### src/rtl/gate_sweep_ctrl.sv
// rtl/gate_sweep_ctrl.sv - sweeps a 2-input gate through its four input vectors and checks the captured truth table
module gate_sweep_ctrl #(
    parameter int         HOLD_CYCLES = 2,
    parameter logic [3:0] EXP_TABLE   = 4'b0110
) (
    input  logic       clk_i,
    input  logic       rst_i,
    input  logic       start_i,
    input  logic       abort_i,
    input  logic       F_i,
    output logic       A_o,
    output logic       B_o,
    output logic       busy_o,
    output logic       done_o,
    output logic       pass_o,
    output logic [3:0] result_o,
    output logic [3:0] fail_mask_o
);

    localparam int CNT_W = $clog2(HOLD_CYCLES + 1);
    localparam logic [CNT_W-1:0] CNT_LAST = CNT_W'(HOLD_CYCLES - 1);

    typedef enum logic [1:0] {
        IDLE = 2'd0,
        RUN  = 2'd1,
        DONE = 2'd2
    } state_t;

    state_t           state_q, state_d;
    logic [1:0]       idx_q, idx_d;
    logic [CNT_W-1:0] cnt_q, cnt_d;
    logic             a_d, b_d, busy_d, done_d, pass_d;
    logic [3:0]       result_d, mask_d;
    logic [3:0]       captured;

    // Table as it stands once the current vector's F_i is folded in.
    always_comb begin
        captured        = result_o;
        captured[idx_q] = F_i;
    end

    always_comb begin
        state_d  = state_q;
        idx_d    = idx_q;
        cnt_d    = cnt_q;
        a_d      = 1'b0;
        b_d      = 1'b0;
        busy_d   = 1'b0;
        done_d   = 1'b0;
        pass_d   = pass_o;
        result_d = result_o;
        mask_d   = fail_mask_o;
        unique case (state_q)
            IDLE: begin
                if (start_i) begin
                    state_d  = RUN;
                    idx_d    = 2'd0;
                    cnt_d    = '0;
                    busy_d   = 1'b1;
                    result_d = 4'b0000;
                    pass_d   = 1'b0;
                    mask_d   = 4'b0000;
                end
            end
            RUN: begin
                if (abort_i) begin
                    state_d = IDLE;
                    pass_d  = 1'b0;
                    mask_d  = 4'b0000;
                end else if (cnt_q == CNT_LAST) begin
                    result_d = captured;
                    if (idx_q != 2'd3) begin
                        idx_d        = idx_q + 2'd1;
                        cnt_d        = '0;
                        busy_d       = 1'b1;
                        {b_d, a_d}   = idx_q + 2'd1;
                    end else begin
                        state_d = DONE;
                        pass_d  = (captured == EXP_TABLE);
                        mask_d  = captured ^ EXP_TABLE;
                        done_d  = 1'b1;
                    end
                end else begin
                    cnt_d      = cnt_q + CNT_W'(1);
                    busy_d     = 1'b1;
                    {b_d, a_d} = idx_q;
                end
            end
            DONE: begin
                state_d = IDLE;
            end
            default: begin
                state_d = IDLE;
            end
        endcase
    end

    always_ff @(posedge clk_i) begin
        if (rst_i) begin
            state_q     <= IDLE;
            idx_q       <= 2'd0;
            cnt_q       <= '0;
            A_o         <= 1'b0;
            B_o         <= 1'b0;
            busy_o      <= 1'b0;
            done_o      <= 1'b0;
            pass_o      <= 1'b0;
            result_o    <= 4'b0000;
            fail_mask_o <= 4'b0000;
        end else begin
            state_q     <= state_d;
            idx_q       <= idx_d;
            cnt_q       <= cnt_d;
            A_o         <= a_d;
            B_o         <= b_d;
            busy_o      <= busy_d;
            done_o      <= done_d;
            pass_o      <= pass_d;
            result_o    <= result_d;
            fail_mask_o <= mask_d;
        end
    end

endmodule
### config.mk
export PLATFORM = sky130hd
export DESIGN_NAME = gate_sweep_ctrl
export DESIGN_NICKNAME = d
export VERILOG_FILES = /design/src/rtl/gate_sweep_ctrl.sv
export SDC_FILE = /design/constraint.sdc
export NUM_CORES = 1
export LEC_CHECK = 0
export ABC_AREA = 0
export CAP_MARGIN = 15
export CORE_AREA = 2 2 52 49
export DETAILED_ROUTE_END_ITERATION = 7
export DIE_AREA = 0 0 54 51
export MAX_ROUTING_LAYER = met4
export PLACE_DENSITY = 0.62
export SYNTH_ARGS = -nofsm -noshare
export SYNTH_HDL_FRONTEND = slang
export SYNTH_SLANG_ARGS = --single-unit
### constraint.sdc
create_clock -name clk_i -period 2.8 [get_ports clk_i]
set_clock_uncertainty 0.15 [all_clocks]
set_input_delay 0.56 -clock clk_i [delete_from_list [all_inputs] [get_ports clk_i]]
set_output_delay 0.56 -clock clk_i [all_outputs]
set_load 0.05 [all_outputs]
* Word level (Yosys, flattened, before mapping)
Index checks and enable logic that the tools add are counted.
Cells by class: add/subtract/negate cells 2, $lt $le $gt $ge 2, equality and inequality tests 11, multiplexer cells 40, bitwise operators 3, reductions and logical operators 10
Operator list (number):
- 2-to-1 mux 4 bit | 6
- 2-to-1 mux 2 bit | 11
- one-hot mux 4 bit (2 select lines) | 2
- 2-to-1 mux 1 bit | 14
- one-hot mux 2 bit (2 select lines) | 3
- AND reduction 4 bit | 3
- inequality test 2 bit, second input constant | 5
- inequality test 3 bit, second input constant | 3
- AND reduction 5 bit | 1
- adder 2 x 1 -> 2 bit, second input constant | 2
- bitwise mux 4 bit | 1
- equality test 2 x 1 -> 1 bit, second input constant | 2
- equality test 4 x 3 -> 1 bit, second input constant | 1
- one-hot mux 1 bit (2 select lines) | 2
- OR reduction 4 bit | 1
- < comparator 2 x 3 -> 1 bit, second input constant | 1
- AND reduction 3 bit | 1
- OR reduction 3 bit | 1
- demux 1 bit (select 2 bit) | 1
- >= comparator 2 x 1 -> 1 bit, second input constant | 1
- zero test 2 bit | 1
- NOT 1 bit | 2
- NOT 2 bit | 1
- nonzero test 2 bit | 1
- logical AND 1 bit | 1
Word-level totals: bits in registers 19, logic and storage cells 78

* Depth between registers and ports, before layout
depth after elaboration 10, mapped depth 6, depth with buffers taken out 6

* Least setup slack after synthesis
OpenSTA, ideal clock, no wires.
kind input -> register, start point input port abort_i, end point register idx_q[0], setup time 74 ps, data arrival time 1603 ps, data required time 2576 ps, path slack 972 ps, cell stages on the path 4, buffers on the path 0, cell sequence nand4bb_1 > or2_1 > or4b_1 > a31oi_1
On the way: cells in the longest elaborated chain, start to end 2
Ends and longest elaborated chain:
- from (decl) | line 9 | input logic abort_i,
- inequality test 2 bit (no line)
- AND reduction 5 bit (no line)
- to (signal assigned) | line 112 | idx_q <= idx_d;
- to (decl) | line 30 | logic [1:0] idx_q, idx_d;
No other way between the ends. A chain may end at the register's enable or synchronous reset.

* Worst setup path after layout
start point register result_o[2], end point output port result_o[2]
RTL lines:
- from (decl) | line 16 | output logic [3:0] result_o,
- from (signal assigned) | line 119 | result_o <= result_d;
No word-level cell between the ends.

==> impl_metrics.env <==
export IMPL_cts_sinks=19
export IMPL_clk_latency_ns=0.30
export IMPL_die_area_um2=2754
export IMPL_track_usage_pct=15.98
export IMPL_nNetsFinal=127
export IMPL_gr_total_overflow=0
export IMPL_avgSynthCellArea_um2=9.055
export IMPL_firstDrtPassIters=4
export IMPL_crit_buf_inv=1
export IMPL_core_area_um2=2297
export IMPL_worst_ep_arrival_time_ns=1.51
export IMPL_critPathLaunchType="register"
export IMPL_std_cell_rows=17
export IMPL_pin_count=18
export IMPL_hp_class="register to register"
export IMPL_finalNonFillerCells=145
export IMPL_dr_first_iter_drc_count=17
export IMPL_grt_pass1_vias=725
export IMPL_routed_wl_um=1819
export IMPL_ys_seq_area_share_pct=43.30
export IMPL_cts_clk_slew_worst_paths_ns=0.11
export IMPL_cts_root_buffer="clkbuf_4"
export IMPL_fillers=247
export IMPL_max_stage_delay_ns=0.82
export IMPL_cap_viol_max_count=0
export IMPL_layout_common_cells="dfxtp_1 (19), clkdlybuf4s50_1 (17), nor2_1 (13)"
export IMPL_dieHeight_um=51
export IMPL_slew_headroom_pct=66.53
export IMPL_mostFrequentLayoutCell="dfxtp_1"
export IMPL_critPathTopFamily="buffers and inverters"
export IMPL_num_vias=731
export IMPL_fmax_ghz=0.4510
export IMPL_finalSetupViolations=0
export IMPL_postRouteAntennaNets=0
export IMPL_slowest_stage="clkdlybuf4s50_1"
export IMPL_crit_fanout=4
export IMPL_critPathKind="register to output port"
export IMPL_cts_path_max_buffers=2
export IMPL_drive_gt1_share_pct=4.274
export IMPL_synthFlopType="dfxtp_1"
export IMPL_synth_cell_types=27
export IMPL_post_route_min_period_ns=2.217
export IMPL_synth_edf_count=0
export IMPL_synth_seq_cells=19
export IMPL_dp_cells=141
export IMPL_yosys_warnings=0
export IMPL_portBuffers=17
export IMPL_critical_path_required_ns=2.09
export IMPL_synthArstFlopShare_pct=0
export IMPL_p_per_area_nw_per_um2=409.8
export IMPL_cts_made_buffers=3
export IMPL_worst_slew_pin_slew_ns=0.5005
export IMPL_syn_to_final_growth_pct=26.50
export IMPL_ctsResizeCount=0
export IMPL_place_congestion=0.8425
export IMPL_fin_ws_ns=0.5826
export IMPL_cts_tree="built"
export IMPL_hold_violations=0
export IMPL_design_area_um2=1111
export IMPL_vdd_ir_drop_worst_mv=0.2941
export IMPL_grt_max_degree=15
export IMPL_rsz0062_at_grt="false"
export IMPL_syn_inst=97
export IMPL_leakage_nw=0.4080
export IMPL_postCtsSetupBuffers=0
export IMPL_syn_area_um2=878.3
export IMPL_period_share_pct=79.19
export IMPL_cts_max_level=1
export IMPL_cp_cell_sequence="clkdlybuf4s50_1"
export IMPL_die_w_um=54
export IMPL_post_place_ws_ns=0.4039
export IMPL_endpoint_kind="output port"
export IMPL_post_drt_wl_per_cell_um=12.54
export IMPL_syn_num_nets=106
export IMPL_slew_viol_final=0
export IMPL_antenna_cells=0
export IMPL_tns_ns=0
export IMPL_status="complete, no violations"
export IMPL_p_total_w=0.0004553
export IMPL_vias_per_cell=5.041
export IMPL_initial_core_util_pct=38.24
export IMPL_grt_pass1_wl_um=3180
export IMPL_antenna_found_initial=0
export IMPL_drc_errors=0
export IMPL_hold_buffers=0
export IMPL_hpwlAfterDp_um=1324
export IMPL_placed_area_um2=1084
routing by layer:
metal | track usage (%) | vias to the layer above | part of all wire [%]
met2 | 21.75 | 16 | 43
met3 | 2.924 | 2 | 4.3
met1 | 23.77 | 326 | 52
met5 | - | - | 0
met4 | 5.000 | 0 | 0.93
li1 | - | 387 | -
cell usage after synthesis, types with 2 or more instances:
cell | count | area, um2
dfxtp_1 | 19 | 380.4
nand4bb_1 | 2 | 22.52
o21ai_0 | 2 | 10.01
nand2_1 | 5 | 18.77
nor3_1 | 2 | 10.01
nand2b_1 | 3 | 18.77
mux2i_1 | 5 | 50.05
or4b_1 | 2 | 20.02
nor2_1 | 13 | 48.80
ha_1 | 4 | 50.05
inv_1 | 6 | 22.52
nand3b_1 | 2 | 15.01
a21oi_1 | 7 | 35.03
a21o_1 | 2 | 15.01
a22oi_1 | 4 | 30.03
a211oi_1 | 3 | 22.52
clkbuf_1 | 2 | 7.510
nor2b_1 | 3 | 18.77
o2bb2ai_1 | 3 | 26.28
cell type report:
type	count	area (um2)	share of cell area, %
flip-flops and latches	19	380.4	34.23
well taps	28	35.03	3.153
inverters	6	22.52	2.027
clock buffers	3	22.52	2.027
clock inverters	1	5.005	0.4504
repair buffers	18	177.7	15.99
multi-input cells	70	467.9	42.12
sequential cells by signal, summed over array words and instances (netlist names):
name and count:
fail_mask_o 4, result_o 4, cnt_q 2, idx_q 2, state_q 2, A_o 1, B_o 1, busy_o 1
done_o 1, pass_o 1
stage by stage:
step                      hold slack (ns)  utilization (%)
after floorplan                    0.3263                -
after global placement             0.3100            47.17
after detailed placement           0.3108            47.17
after CTS                          0.3296            48.37
after global routing               0.3613            48.37
final                              0.3247            48.37
worst paths after layout:
check	start	end	slack, ns	cells past startpoint
setup / recovery	result_o[2]$_SDFFE_PP0P_	result_o[2]	0.58	1
hold / removal	pass_o$_SDFFE_PP0P_	pass_o$_SDFFE_PP0P_	0.32	2
setup reg to reg	idx_q[0]$_SDFFE_PP0P_	idx_q[0]$_SDFFE_PP0P_	0.95	4
hold reg to reg	pass_o$_SDFFE_PP0P_	pass_o$_SDFFE_PP0P_	0.32	2
cells by family after synthesis:
family | share of synthesized area (%)
flops | 43.30
compound gates | 19.23
buf+inv | 3.419
fa+ha+maj | 5.698
simple gates | 22.65
mux | 5.698
power by group:
part / internal, W / switching [W]
sequential: 0.000273 / 0.00000393
clock: 0.0000532 / 0.0000877
combinational: 0.0000161 / 0.0000213
total: 0.000342 / 0.000113
No activity file was read; power rests on OpenSTA's default activity.
